--- src/rtl/buffet_credit_filler_if.sv ---
// buffet_credit_filler_if: source stream, buffet push and credit-return signals of the filler
interface buffet_credit_filler_if #(
   parameter int DATA_WIDTH = 32,
   parameter int IDX_WIDTH  = 8,
   parameter int SIZE       = 256
);
   localparam int CNT_W = $clog2(SIZE + 1);
   logic [DATA_WIDTH-1:0] src_data;
   logic                  src_valid;
   logic                  src_ready;
   logic [DATA_WIDTH-1:0] push_data;
   logic                  push_data_valid;
   logic                  push_data_ready;
   logic [IDX_WIDTH-1:0]  credit_in;
   logic                  credit_in_valid;
   logic                  credit_in_ready;
   logic [CNT_W-1:0]      credits_o;
   logic                  credit_ovf_o;
   modport master (
      input  src_data, src_valid, push_data_ready, credit_in, credit_in_valid,
      output src_ready, push_data, push_data_valid, credit_in_ready, credits_o, credit_ovf_o
   );
   modport slave (
      output src_data, src_valid, push_data_ready, credit_in, credit_in_valid,
      input  src_ready, push_data, push_data_valid, credit_in_ready, credits_o, credit_ovf_o
   );
endinterface

--- src/rtl/buffet_credit_filler.sv ---
// buffet_credit_filler: credit-gated producer that never pushes more words than the buffet can hold
module buffet_credit_filler #(
   parameter int DATA_WIDTH = 32,
   parameter int IDX_WIDTH  = 8,
   parameter int SIZE       = 256,
   localparam int CNT_W     = $clog2(SIZE + 1)
) (
   input  logic                   clk,
   input  logic                   reset_i,
   buffet_credit_filler_if.master bus
);
   // sum is wide enough for SIZE plus the largest credit return, so overflow is always visible
   localparam int SUM_W = ((CNT_W > IDX_WIDTH) ? CNT_W : IDX_WIDTH) + 1;
   localparam logic [CNT_W-1:0] SIZE_C = CNT_W'(SIZE);
   localparam logic [SUM_W-1:0] SIZE_S = SUM_W'(SIZE);

   typedef enum logic [1:0] {INIT, RUN, NOCRED} state_t;

   state_t                r_state, w_state_nxt;
   logic [DATA_WIDTH-1:0] r_pdata;
   logic                  r_pvalid;
   logic                  r_ovf;
   logic [CNT_W-1:0]      r_cnt, w_cnt_nxt;
   logic [SUM_W-1:0]      w_sum;
   logic                  w_crdy, w_credit, w_src_ready, w_accept, w_ovf_nxt;

   // handshakes, credit arithmetic and next state; returned credits only reach src_ready through r_cnt
   always_comb begin
      w_crdy      = r_state != INIT;
      w_credit    = bus.credit_in_valid & w_crdy;
      w_src_ready = (r_state == RUN) & (!r_pvalid | bus.push_data_ready);
      w_accept    = bus.src_valid & w_src_ready;
      w_sum       = SUM_W'(r_cnt) + (w_credit ? SUM_W'(bus.credit_in) : '0) - SUM_W'(w_accept);
      w_ovf_nxt   = w_sum > SIZE_S;
      w_cnt_nxt   = (r_state == INIT || w_ovf_nxt) ? SIZE_C : w_sum[CNT_W-1:0];
      w_state_nxt = (r_state != INIT && w_cnt_nxt == '0) ? NOCRED : RUN;
   end

   // state register; INIT holds for one cycle after reset so no word is taken before the counter is loaded
   always_ff @(posedge clk or posedge reset_i) begin
      if (reset_i) r_state <= INIT;
      else         r_state <= w_state_nxt;
   end

   // single output register: load on accept, drop valid once the buffet takes the word
   always_ff @(posedge clk or posedge reset_i) begin
      if (reset_i) begin
         r_pdata  <= '0;
         r_pvalid <= 1'b0;
      end else if (w_accept) begin
         r_pdata  <= bus.src_data;
         r_pvalid <= 1'b1;
      end else if (bus.push_data_ready) begin
         r_pvalid <= 1'b0;
      end
   end

   // credit counter with saturation at SIZE and a sticky over-return flag
   always_ff @(posedge clk or posedge reset_i) begin
      if (reset_i) begin
         r_cnt <= SIZE_C;
         r_ovf <= 1'b0;
      end else begin
         r_cnt <= w_cnt_nxt;
         r_ovf <= r_ovf | (w_crdy & w_ovf_nxt);
      end
   end

   assign bus.src_ready       = w_src_ready;
   assign bus.push_data       = r_pdata;
   assign bus.push_data_valid = r_pvalid;
   assign bus.credit_in_ready = w_crdy;
   assign bus.credits_o       = r_cnt;
   assign bus.credit_ovf_o    = r_ovf;
endmodule
--- src/flat_wrapper.sv ---
// flat-port wrapper written by rule: the top's interface ports become plain ports
module buffet_credit_filler_flat 
#(
   parameter int DATA_WIDTH = 32,
   parameter int IDX_WIDTH  = 8,
   parameter int SIZE       = 256,
   localparam int CNT_W     = $clog2(SIZE + 1)
)
  (clk, reset_i, bus_src_data, bus_src_valid, bus_push_data_ready, bus_credit_in, bus_credit_in_valid, bus_src_ready, bus_push_data, bus_push_data_valid, bus_credit_in_ready, bus_credits_o, bus_credit_ovf_o);
  buffet_credit_filler_if #(.DATA_WIDTH(DATA_WIDTH), .IDX_WIDTH(IDX_WIDTH), .SIZE(SIZE)) bus_i ();
  input  logic clk;
  input  logic reset_i;
  input wire logic [$bits(bus_i.src_data)-1:0] bus_src_data;
  input wire logic [$bits(bus_i.src_valid)-1:0] bus_src_valid;
  input wire logic [$bits(bus_i.push_data_ready)-1:0] bus_push_data_ready;
  input wire logic [$bits(bus_i.credit_in)-1:0] bus_credit_in;
  input wire logic [$bits(bus_i.credit_in_valid)-1:0] bus_credit_in_valid;
  output wire logic [$bits(bus_i.src_ready)-1:0] bus_src_ready;
  output wire logic [$bits(bus_i.push_data)-1:0] bus_push_data;
  output wire logic [$bits(bus_i.push_data_valid)-1:0] bus_push_data_valid;
  output wire logic [$bits(bus_i.credit_in_ready)-1:0] bus_credit_in_ready;
  output wire logic [$bits(bus_i.credits_o)-1:0] bus_credits_o;
  output wire logic [$bits(bus_i.credit_ovf_o)-1:0] bus_credit_ovf_o;
  assign bus_i.src_data = bus_src_data;
  assign bus_i.src_valid = bus_src_valid;
  assign bus_i.push_data_ready = bus_push_data_ready;
  assign bus_i.credit_in = bus_credit_in;
  assign bus_i.credit_in_valid = bus_credit_in_valid;
  assign bus_src_ready = bus_i.src_ready;
  assign bus_push_data = bus_i.push_data;
  assign bus_push_data_valid = bus_i.push_data_valid;
  assign bus_credit_in_ready = bus_i.credit_in_ready;
  assign bus_credits_o = bus_i.credits_o;
  assign bus_credit_ovf_o = bus_i.credit_ovf_o;
  buffet_credit_filler #(.DATA_WIDTH(DATA_WIDTH), .IDX_WIDTH(IDX_WIDTH), .SIZE(SIZE)) u_core (.clk(clk), .reset_i(reset_i), .bus(bus_i));
endmodule
--- config.mk ---
export PLATFORM = sky130hd
export DESIGN_NAME = buffet_credit_filler_flat
export DESIGN_NICKNAME = d
export VERILOG_FILES = /design/src/rtl/buffet_credit_filler_if.sv /design/src/rtl/buffet_credit_filler.sv /design/src/flat_wrapper.sv
export SDC_FILE = /design/constraint.sdc
export NUM_CORES = 1
export LEC_CHECK = 0
export CAP_MARGIN = 15
export CORE_AREA = 10 10 107 71
export DETAILED_ROUTE_END_ITERATION = 8
export DIE_AREA = 0 0 117 81
export PLACE_DENSITY = 0.78
export SLEW_MARGIN = 20
export SYNTH_ARGS = -nofsm -noshare
export SYNTH_HDL_FRONTEND = slang
export SYNTH_SLANG_ARGS = --single-unit
--- constraint.sdc ---
create_clock -name clk -period 3.6 [get_ports clk]
set_input_delay 0.72 -clock clk [delete_from_list [all_inputs] [get_ports clk]]
set_output_delay 0.72 -clock clk [all_outputs]
set_load 0.02 [all_outputs]
==> results.txt, run 1 <==
----------------------------------------------------
[Pwr]
  Switching power ... 1080 uW
  Peak VDD IR ... 0.332 mV
  Combinational group share of total power ... 61.9%
  Sw Ratio ... 41.6%
  Portion of total power attributed to the clock network ... 12.4%
  Internal Pwr Total ... 1520 uW
  Cell Pwr Density ... 700 mW/mm^2
  Leakage power summed over all cells ... 0.00182 uW
  Sequential share of power ... 25.7%

[Synthesis]
  Syn Area/Cell ... 8.61 um^2
  Flop and latch count out of synthesis ... 45
  Post-Synthesis Net Count ... 341
  Async set-reset flop share out of synthesis ... 100%
  Number of synthesized flops with an enable pin ... 0
  Number of synthesis warnings ... 0
  Sequential-to-total area share from yosys stat ... 47.1%
  Synthesized area ... 0.00239 mm^2
  Ys flop type ... dfrtp_1
  Cell count after synthesis ... 278
  Count of different cell masters after synthesis ... 44

[Worst setup path]
  Critical-path cell with the highest stage delay ... clkdlybuf4s50_1
  Worst stage delay on the critical path ... 0.48 ns
  Type of element capturing the critical path ... flip-flop
  Dominant delay contributor by cell family on the critical path ... buffers and inverters
  Library cell appearing most often on the critical path ... buf_4
  Buffers and inverters on the worst path ... 5
  Reg2reg setup slack ... 0.31 ns
  Worst-path maximum fanout ... 6
  Type of the worst setup path ... primary input to flip-flop
  Arrival time of data at the critical path endpoint ... 3.69 ns
  Critical Path, Cell by Cell ... clkdlybuf4s50_1 -> and2_4 -> buf_4 -> nand2_1 -> ha_1 -> inv_1 -> ha_1 -> buf_4 -> nor4b_1 -> a21oi_1 -> nand4_1 -> a2111oi_4 -> buf_4 -> o21ai_1 -> a21o_1
  Element type at the critical path start ... primary input
  WP data required ... 3.79 ns

[Timing]
  Final Hold Violating Endpoints ... 0
  Skew final ... 0.0140 ns
  Number of max-slew violations in the final report ... 0
  Transition time at the pin with the least slew margin ... 0.907 ns
  Top achievable clock speed ... 0.286 GHz
  Clock period minus worst slack ... 3.50 ns
  Final TNS setup ... 0 ns
  Final cycle utilization of the critical path ... 97.1%
  Worst-case headroom to the max-slew limit ... 39.5%
  Setup violations, final ... 0

[Routing]
  Drt initial violations ... 118
  Number of optimization iterations in the first detailed-route pass ... 4
  WL final ... 7040 um
  Post-route antenna net violation count ... 0
  Total vias in the final route ... 2226
  Vias per inst ... 4.77
  Residual DRC count ... 0
  Post-detailed-route wirelength per cell ... 15.1 um

[Clock network]
  CTS HTree Levels ... 2
  Latest clock arrival within the worst-skew pair ... 0.29 ns
  Buffer cell driving the clock tree root ... clkbuf_8
  CTS tree ... yes
  CTS Buf Count ... 5
  TritonCTS sink count ... 45
  Post-CTS clock slew at the launch and capture registers of the worst setup and hold paths ... 0.09 ns
  Maximum number of buffers from clock root to sink ... 2

[Final layout]
  Antenna cell count ... 0
  Utilization after layout ... 64.2%
  Area grow syn2layout ... 55.0%
  Post-Layout Inst Area ... 0.00371 mm^2
  Commonest cells after routing, fill and taps aside ... nand2_1 (105), clkdlybuf4s50_1 (89), dfrtp_1 (44)
  Net count reported at finish ... 457
  Most common library cell in the layout ignoring fill and taps ... nand2_1
  Share of post-route cells with drive strength above 1 ... 15.4%

[Placed design]
  Instance area after placement ... 0.00355 mm^2
  Port buffer count ... 89
  Placer's final routability congestion estimate ... 0.907
  Detailed placement HPWL ... 5570 um

[Job]
  Max capacitance violation total ... 0

[Floorplanning]
  Total number of placement rows ... 22
  I/O Pins ... 90
  Area of the die ... 0.00948 mm^2
  Initial core utilization ... 41.4%
  Die height ... 81 um
  Die width ... 117 um
  Placeable core area ... 0.00578 mm^2

[Global route]
  Maximum number of pins on one net before global-route repair ... 46
  Number of global-route vias before repair ... 2229
  First-pass GRT wire length ... 11100 um
  Initial antenna violation count ... 0
  All-Layer GR Usage ... 14.6%
  Global route total overflow ... 0

[Worst hold path]
  Type of the most critical hold path ... flip-flop to flip-flop

[Status]
  Run status ... completed

----------------------------------------------------
-- logic make-up (layout without fill, tap and decap cells) --
| group | Yosys count | in the layout | synth area share, % |
|---|---|---|---|
| xor+xnor | 2 | 2 | 0.732 |
| buf+inv | 42 | 159 | 6.59 |
| compound gates | 31 | 31 | 9.98 |
| fa+ha+maj | 18 | 18 | 9.72 |
| flops | 45 | 45 | 47.1 |
| simple gates | 140 | 140 | 25.9 |
-- what timing repair did --
action / CTS / global route
pin swaps: 1 / 5
gates resized for setup: 1 / 10
setup buffers: 0 / 2
endpoints found under the setup margin: 5 / 11
hold buffers: 0 / 0
-- per-stage QoR --
stage	hold slack, ns	instances	setup slack, ns	power, uW
global placement	0.457	457	-0.240	2150
CTS	0.483	465	-0.00566	2540
detailed placement	0.462	457	-0.348	2190
finish	0.478	467	0.105	2600
floorplan	0.565	278	0.0312	1560
global route	0.498	467	-0.0248	2790
-- per-layer routing --
layer / track usage (%) / vias up / wire (um)
li1: - / 1125 / -
met1: 19.9 / 1028 / 3380
met2: 21.6 / 71 / 2970
met3: 5.81 / 2 / 661
met4: 2.58 / 0 / 32
met5: 0 / - / 0
-- final cells by class --
cell class | count | area [um^2]
multi-input cells | 191 | 1170
inverters | 35 | 131
repair buffers | 116 | 1090
flip-flops and latches | 45 | 1130
well taps | 72 | 90.1
fillers | 490 | 2070
clock inverters | 2 | 13.8
clock buffers | 6 | 82.6
-- path summary, 6_finish.rpt --
path	from	end	cells past startpoint
max in group asynchronous	reset_i	u_core.bus.push_data[20]	2
max	bus_credit_in_valid	u_core.bus.credit_ovf_o	15
max reg2reg	u_core.r_state[1]	u_core.bus.credit_ovf_o	16
min in group asynchronous	reset_i	u_core.bus.push_data[12]	2
min reg2reg	u_core.bus.push_data[0]	u_core.bus.push_data[0]	2
min	u_core.bus.push_data[0]	u_core.bus.push_data[0]	2
-- power groups by stage --
| stage | Sequential [uW] | Combinational (uW) | Clock, uW |
|---|---|---|---|
| 2_1_floorplan | 787 | 774 | 0 |
| 3_3_place_gp | 673 | 1480 | 0 |
| 3_5_place_dp | 676 | 1520 | 0 |
| 4_1_cts | 668 | 1550 | 331 |
| 5_1_grt | 679 | 1760 | 359 |
| 6_report | 666 | 1610 | 323 |
-- synthesized netlist by cell type, types with 4 or more instances --
cell type / instances / area share (%)
a21oi_1: 10 / 2.1
and3_1: 4 / 1.0
clkbuf_1: 4 / 0.63
dfrtp_1: 44 / 46
ha_1: 17 / 8.9
inv_1: 34 / 5.3
nand2_1: 106 / 17
nand3_1: 7 / 1.5
nor2b_1: 4 / 1.0
o21ai_0: 4 / 0.84
-- state kept, by name (all words and copies together) (netlist names) --
name,flops
u_core.bus.push_data,32
u_core.bus.credits_o,9
u_core.r_state,2
u_core.bus.credit_ovf_o,1
u_core.bus.push_data_valid,1
-- worst register-to-register path, cell delays in order (launching register included) --
cell,delay (ns)
dfrtp_1,0.39
nor2_1,0.21
inv_1,0.14
and2_4,0.21
buf_4,0.15
nand2_1,0.07
ha_1,0.22
inv_1,0.06
ha_1,0.25
buf_4,0.17
nor4b_1,0.14
a21oi_1,0.12
nand4_1,0.24
a2111oi_4,0.38
buf_4,0.20
o21ai_1,0.06
a21o_1,0.18
Power figures use the tool's default switching activity.
==> inputs of run 2 (changes only) <==
Settings changed: CELL_PAD_IN_SITES_DETAIL_PLACEMENT set to 1, CELL_PAD_IN_SITES_GLOBAL_PLACEMENT set to 1, CORE_AREA 10 10 107 71 to 10 10 134 75, DIE_AREA 0 0 117 81 to 0 0 144 85, PLACE_DENSITY 0.78 to unset, PLACE_DENSITY_LB_ADDON set to 0.1.
==> run 2 against run 1 <==
Register-to-register slack better by 0.02 ns. First-iteration DRC count is 7.6% higher. Worst setup slack worse by 0.038 ns. Clock skew is 0.0096 ns lower. Utilization is 13 points lower. Combinational power is 16% higher. Global-route usage is 1.0 points lower. Power is 19% higher. Maximum frequency is 1.1% lower. Largest power group unchanged. Highest routed layer unchanged.
==> results.txt, run 2 (synthesized netlist as in run 1, its figures left out) <==
----------------------------------------------------
[Timing]
  Final critical-path setup slack ... 0.0673 ns (-0.0375 ns)
  Number of max-slew violations in the final report ... 0 (unchanged)
  Clock period minus worst slack ... 3.53 ns (+0.0375 ns)
  Transition time at the pin with the least slew margin ... 0.950 ns (+0.0428 ns)
  Skew final ... 0.00440 ns (-0.00958 ns)
  Worst-case headroom to the max-slew limit ... 36.6% (-2.9 points)
  Final Hold Violating Endpoints ... 0 (unchanged)
  Top achievable clock speed ... 0.283 GHz (-1.1%)
  Setup violations, final ... 0 (unchanged)
  Final cycle utilization of the critical path ... 98.1% (+1.0 points)

[Worst setup path]
  Arrival time of data at the critical path endpoint ... 3.73 ns (+0.04 ns)
  Worst R2R End ... u_core.bus.credit_ovf_o
  Type of the worst setup path ... primary input to flip-flop
  Element type at the critical path start ... primary input
  Type of element capturing the critical path ... flip-flop
  Path depth of the worst reg2reg path ... 17 (+1)
  Worst-path maximum fanout ... 7 (+1)
  Reg-to-reg critical path startpoint ... u_core.r_state[0]
  WP data required ... 3.80 ns (about the same)
  Reg2reg setup slack ... 0.33 ns (+0.02 ns)

[Routing]
  Residual DRC count ... 0 (unchanged)
  Post-route antenna net violation count ... 0 (unchanged)
  WL final ... 8450 um (+20%)
  Vias per inst ... 4.57 (-4.2%)
  Number of optimization iterations in the first detailed-route pass ... 4 (unchanged)
  Drt initial violations ... 127 (+7.6%)
  Post-detailed-route wirelength per cell ... 16.9 um (+12%)
  Total vias in the final route ... 2288 (+2.8%)

[Pwr]
  Combinational group share of total power ... 60.5% (-1.4 points)
  Peak VDD IR ... 0.239 mV (-28%)
  Internal Pwr Total ... 1860 uW (+23%)
  Sw Ratio ... 39.6% (-2.0 points)
  Cell Pwr Density ... 774 mW/mm^2 (+11%)
  Portion of total power attributed to the clock network ... 17.7% (+5.3 points)
  Sequential share of power ... 21.8% (-3.9 points)
  Switching power ... 1220 uW (+13%)
  Leakage power summed over all cells ... 0.00189 uW (+4.3%)

[Global route]
  All-Layer GR Usage ... 13.5% (-1.0 points)
  Global route total overflow ... 0 (unchanged)
  Initial antenna violation count ... 0 (unchanged)
  Maximum number of pins on one net before global-route repair ... 46 (unchanged)
  First-pass GRT wire length ... 13200 um (+19%)
  Number of global-route vias before repair ... 2378 (+6.7%)

[Clock network]
  Latest clock arrival within the worst-skew pair ... 0.29 ns (about the same)
  CTS Buf Count ... 5 (unchanged)
  Post-cts hold buffer count ... 0 (unchanged)
  CTS tree ... yes
  Buffer cell driving the clock tree root ... clkbuf_16
  TritonCTS sink count ... 45 (unchanged)
  Post-CTS clock slew at the launch and capture registers of the worst setup and hold paths ... 0.06 ns (-0.03 ns)
  CTS HTree Levels ... 2 (unchanged)
  Maximum number of buffers from clock root to sink ... 2 (unchanged)

[Worst hold path]
  End point of the worst hold path ... u_core.bus.push_data[2]
  Type of the most critical hold path ... flip-flop to flip-flop
  Start point of the worst min-delay path ... u_core.bus.push_data[2]
  Worst Hold Path Cells ... 2 (unchanged)

[Placed design]
  Instance area after placement ... 0.00362 mm^2 (+2.0%)
  Worst Setup Slack post-DPL ... -0.348 ns (-0.000715 ns)
  Placer's final routability congestion estimate ... 0.826 (-8.9%)
  Detailed placement HPWL ... 6550 um (+18%)
  Port buffer count ... 89 (unchanged)
  Placed cell count ... 490 (+7.2%)

[Final layout]
  Non-filler instance count after layout ... 501 (+7.3%)
  Footprint of the flip-flops and latches ... 0.00113 mm^2 (unchanged)
  Antenna cell count ... 0 (unchanged)
  Multi-input logic area ... 0.00128 mm^2 (+9.0%)
  Filler cell count in the final layout ... 902 (+84%)
  Share of post-route cells with drive strength above 1 ... 19.0% (+3.5 points)
  Area grow syn2layout ... 66.2%
  Commonest cells after routing, fill and taps aside ... nand2_1 (105), clkdlybuf4s50_1 (88), dfrtp_1 (44)
  Largest register FFs ... 32 (unchanged)
  Utilization after layout ... 51.4% (-13 points)
  Most common library cell in the layout ignoring fill and taps ... nand2_1
  Post-Layout Inst Area ... 0.00398 mm^2 (+7.2%)
  Net count reported at finish ... 463 (+1.3%)

[Floorplanning]
  Placeable core area ... 0.00774 mm^2 (+34%)
  Total number of placement rows ... 23 (+4.5%)
  Die width ... 144 um (+23%)
  Die height ... 85 um (+4.9%)
  Area of the die ... 0.0122 mm^2 (+29%)
  Initial core utilization ... 30.9% (-10 points)
  I/O Pins ... 90 (unchanged)

[Job]
  Max capacitance violation total ... 0 (unchanged)

[Status]
  Run status ... completed

----------------------------------------------------
-- run 2: changes by cell type in the layout (fill, tap and decap cells not counted), sizes merged --
cell / previous run / this run
buf: 27 / 33
clkdlybuf4s50: 89 / 88
bufinv: 0 / 1
dlymetal6s2s: 0 / 1
clkinv: 2 / 0
clkinvlp: 0 / 1
-- run 2: timing repair --
item                                    4_1_cts  5_1_grt
pin swaps                                     2       13
resized for setup                             4       21
endpoints found under the setup margin        9       11
gates cloned                                  0        0
buffers inserted                              0        3
-- run 2: metrics by stage --
stage / hold WS, ns / TNS, ns / power [uW]
after global routing: 0.500 / -0.143 / 3310
after detailed placement: 0.468 / -3.46 / 2300
after floorplan: 0.565 / 0 / 1560
final: 0.480 / 0 / 3080
after global placement: 0.456 / -2.75 / 2270
after CTS: 0.485 / 0 / 2870
-- run 2: layout make-up --
type                       count  share of cell area [%]
clock inverter                 2                   0.944
multi-input combinational    191                    32.1
inverter                      35                    3.30
clock buffer                   6                    3.49
sequential                    45                    28.3
timing repair buffer         122                    28.7
tap                          100                    3.15
-- run 2: critical path: stages --
cell and delay [ns]:
clkdlybuf4s50_1 0.50, and2_4 0.19, buf_4 0.13, buf_4 0.10, nand2_1 0.05, ha_1 0.26, inv_1 0.04, ha_1 0.34
a21oi_1 0.24, nand2_1 0.10, or3_2 0.44, a31oi_2 0.17, buf_4 0.18, o21ai_4 0.09, nor2b_1 0.18
-- run 2: worst max path at each step --
stage,from,to,slack (ns),cells past startpoint
floorplan,bus_push_data_ready,u_core.bus.credit_ovf_o,0.03,14
global placement,bus_push_data_ready,u_core.bus.credit_ovf_o,-0.30,15
global route,bus_credit_in_valid,u_core.bus.credits_o[1],-0.08,15
CTS,bus_credit_in_valid,u_core.bus.credits_o[4],0.03,13
detailed placement,bus_credit_in_valid,u_core.bus.credits_o[4],-0.35,13
finish,bus_credit_in_valid,u_core.bus.credits_o[1],0.07,15
-- run 2: routing by layer --
metal / vias up / GRT usage [%] / routed length (um)
li1: 1138 / - / -
met1: 1078 / 18.8 / 4080
met2: 66 / 18.7 / 3480
met3: 6 / 6.23 / 864
met4: 0 / 2.49 / 30
met5: - / 0 / 0
-- run 2: power groups by stage --
stage | Clock [uW] | Sequential [uW] | Combinational, uW
6_report | 545 | 672 | 1860
5_1_grt | 591 | 684 | 2040
4_1_cts | 560 | 674 | 1640
3_5_place_dp | 0 | 681 | 1620
3_3_place_gp | 0 | 676 | 1600
2_1_floorplan | 0 | 787 | 774
==> inputs of run 3 (changes only) <==
Settings changed: CORE_AREA 10 10 134 75 to 2 2 126 67, DIE_AREA 0 0 144 85 to 0 0 128 69, MAX_ROUTING_LAYER set to met4.
==> run 3 against run 2 <==
Non-clock buffer count is 2 lower. Sequential power about the same. Routed wire length decreased by 5.4%. Power down 5.3%. Clock skew fell by 0.0011 ns. Largest power group unchanged.
==> results.txt, run 3 (synthesized netlist as in run 1, its figures left out) <==
----------------------------------------------------
[Worst setup path]
  WP data required ... 3.78 ns (-0.02 ns)
  Type of the worst setup path ... primary input to flip-flop
  Worst stage delay on the critical path ... 0.50 ns (about the same)
  Path depth of the worst reg2reg path ... 14 (-3)
  Reg2reg setup slack ... 0.33 ns (about the same)
  Worst-path maximum fanout ... 4 (-3)
  Critical-path cell with the highest stage delay ... or4_4
  Critical Path, Cell by Cell ... clkdlybuf4s50_1 -> and2_4 -> buf_4 -> nand2_1 -> ha_1 -> inv_2 -> ha_2 -> nand3_2 -> a21oi_2 -> or4_4 -> a2111oi_4 -> o21ai_1 -> a21o_1
  Arrival time of data at the critical path endpoint ... 3.68 ns (-0.05 ns)
  Worst path depth ... 13 (-2)
  Dominant delay contributor by cell family on the critical path ... compound AO/OA/AOI/OAI gates
  Buffers and inverters on the worst path ... 3 (-2)
  Element type at the critical path start ... primary input
  Type of element capturing the critical path ... flip-flop

[Timing]
  Top achievable clock speed ... 0.286 GHz (+0.99%)
  Final critical-path setup slack ... 0.102 ns (+0.0347 ns)
  Clock period minus worst slack ... 3.50 ns (-0.0347 ns)
  Number of max-slew violations in the final report ... 0 (unchanged)
  Skew final ... 0.00329 ns (-0.00110 ns)
  Final cycle utilization of the critical path ... 97.2% (-0.96 points)
  Transition time at the pin with the least slew margin ... 0.960 ns (+0.0107 ns)
  Worst-case headroom to the max-slew limit ... 35.9% (-0.71 points)
  Final TNS setup ... 0 ns (unchanged)
  Setup violations, final ... 0 (unchanged)
  Final Hold Violating Endpoints ... 0 (unchanged)

[Placed design]
  Port buffer count ... 89 (unchanged)
  Detailed placement HPWL ... 6130 um (-6.4%)
  Worst Setup Slack post-DPL ... -0.340 ns (+0.00860 ns)
  Placed cell count ... 489 (-0.20%)
  Placer's final routability congestion estimate ... 0.899 (+8.9%)

[Floorplanning]
  Total number of placement rows ... 23 (unchanged)
  I/O Pins ... 90 (unchanged)
  Initial core utilization ... 31.0% (+0.12 points)
  Placeable core area ... 0.00771 mm^2 (-0.37%)
  Die height ... 69 um (-19%)
  Area of the die ... 0.00883 mm^2 (-28%)
  Die width ... 128 um (-11%)

[Pwr]
  Cell Pwr Density ... 752 mW/mm^2 (-2.9%)
  Pwr Total ... 2920 uW (-5.3%)
  Peak VDD IR ... 0.296 mV (+24%)
  Leakage power summed over all cells ... 0.00185 uW (-2.5%)

[Status]
  Run status ... completed

[Routing]
  Residual DRC count ... 0 (unchanged)
  Total vias in the final route ... 2272 (-0.70%)
  Post-detailed-route wirelength per cell ... 16.0 um (-4.9%)
  Vias per inst ... 4.56 (-0.10%)
  Number of optimization iterations in the first detailed-route pass ... 4 (unchanged)
  Drt initial violations ... 128 (+0.79%)
  WL final ... 7990 um (-5.4%)
  Post-route antenna net violation count ... 0 (unchanged)

[Worst hold path]
  Type of the most critical hold path ... flip-flop to flip-flop
  Worst Hold Path Cells ... 2 (unchanged)

[Clock network]
  Post-cts hold buffer count ... 0 (unchanged)
  Maximum number of buffers from clock root to sink ... 2 (unchanged)
  CTS tree ... yes
  TritonCTS sink count ... 45 (unchanged)
  CTS Buf Count ... 5 (unchanged)
  CTS HTree Levels ... 2 (unchanged)
  Buffer cell driving the clock tree root ... clkbuf_16
  Post-CTS clock slew at the launch and capture registers of the worst setup and hold paths ... 0.06 ns (about the same)
  Latest clock arrival within the worst-skew pair ... 0.28 ns (about the same)

[Global route]
  All-Layer GR Usage ... 18.7% (+5.1 points)
  Maximum number of pins on one net before global-route repair ... 46 (unchanged)
  First-pass GRT wire length ... 12300 um (-6.7%)
  Global route total overflow ... 0 (unchanged)
  Initial antenna violation count ... 0 (unchanged)
  Number of global-route vias before repair ... 2295 (-3.5%)

[Final layout]
  Non-filler instance count after layout ... 498 (-0.60%)
  Commonest cells after routing, fill and taps aside ... nand2_1 (105), clkdlybuf4s50_1 (89), dfrtp_1 (44)
  Area grow syn2layout ... 61.9%
  Most common library cell in the layout ignoring fill and taps ... nand2_1
  Net count reported at finish ... 461 (-0.43%)
  Antenna cell count ... 0 (unchanged)
  Largest register FFs ... 32 (unchanged)
  Share of post-route cells with drive strength above 1 ... 18.6% (-0.36 points)

[Job]
  Max capacitance violation total ... 0 (unchanged)

----------------------------------------------------
[run 3: repair_timing]
item / CTS / global route
gates cloned: 0 / 0
pin swaps: 2 / 5
setup buffers: 0 / 2
endpoints found under the setup margin: 2 / 11
gates resized for setup: 3 / 17
[run 3: worst register-to-register path, cell delays in order, from the launching register on]
cell	delay, ns
dfrtp_1	0.37
nor2_1	0.17
inv_1	0.13
and2_4	0.20
buf_4	0.14
nand2_1	0.11
ha_1	0.25
inv_2	0.08
ha_2	0.27
nand3_2	0.08
a21oi_2	0.08
or4_4	0.50
a2111oi_4	0.50
o21ai_1	0.10
a21o_1	0.18
[run 3: path summary, 6_finish.rpt]
path / from / endpoint
max in group asynchronous: reset_i / u_core.bus.push_data[22]
worst max-delay path: bus_credit_in_valid / u_core.bus.credit_ovf_o
worst min register to register: u_core.bus.push_data[9] / u_core.bus.push_data[9]
min in group asynchronous: reset_i / u_core.bus.credits_o[6]
worst min-delay path: u_core.bus.push_data[9] / u_core.bus.push_data[9]
worst max register to register: u_core.r_state[0] / u_core.bus.credit_ovf_o
[run 3: report_power, final]
part | switching, uW | internal, uW | leakage, uW
Combinational | 932 | 854 | 0.00123
Sequential | 58.1 | 613 | 0.000552
Clock | 187 | 273 | 0.0000700
[run 3: per-layer routing]
metal / vias to the layer above / part of all wire, % / GRT usage (%)
li1: 1131 / - / -
met1: 1069 / 54 / 28.5
met2: 64 / 38 / 24.1
met3: 8 / 7.4 / 5.98
met4: 0 / 0.66 / 2.93
met5: - / 0 / -
[run 3: cell type report]
class | count | area (um^2)
Tap cell | 100 | 125
Fill cell | 901 | 3840
Inverter | 35 | 131
Clock buffer | 7 | 143
Multi-Input combinational cell | 191 | 1230
Timing Repair Buffer | 120 | 1120
Sequential cell | 45 | 1130
[run 3: per-stage QoR]
| step | hold WS, ns | instance area, um^2 | utilization [%] |
|---|---|---|---|
| after global placement | 0.457 | 3610 | 46.9 |
| final | 0.472 | 3880 | 50.3 |
| after global routing | 0.501 | 3880 | 50.3 |
| after CTS | 0.478 | 3760 | 48.8 |
| after detailed placement | 0.463 | 3610 | 46.9 |
| after floorplan | 0.565 | 2410 | - |
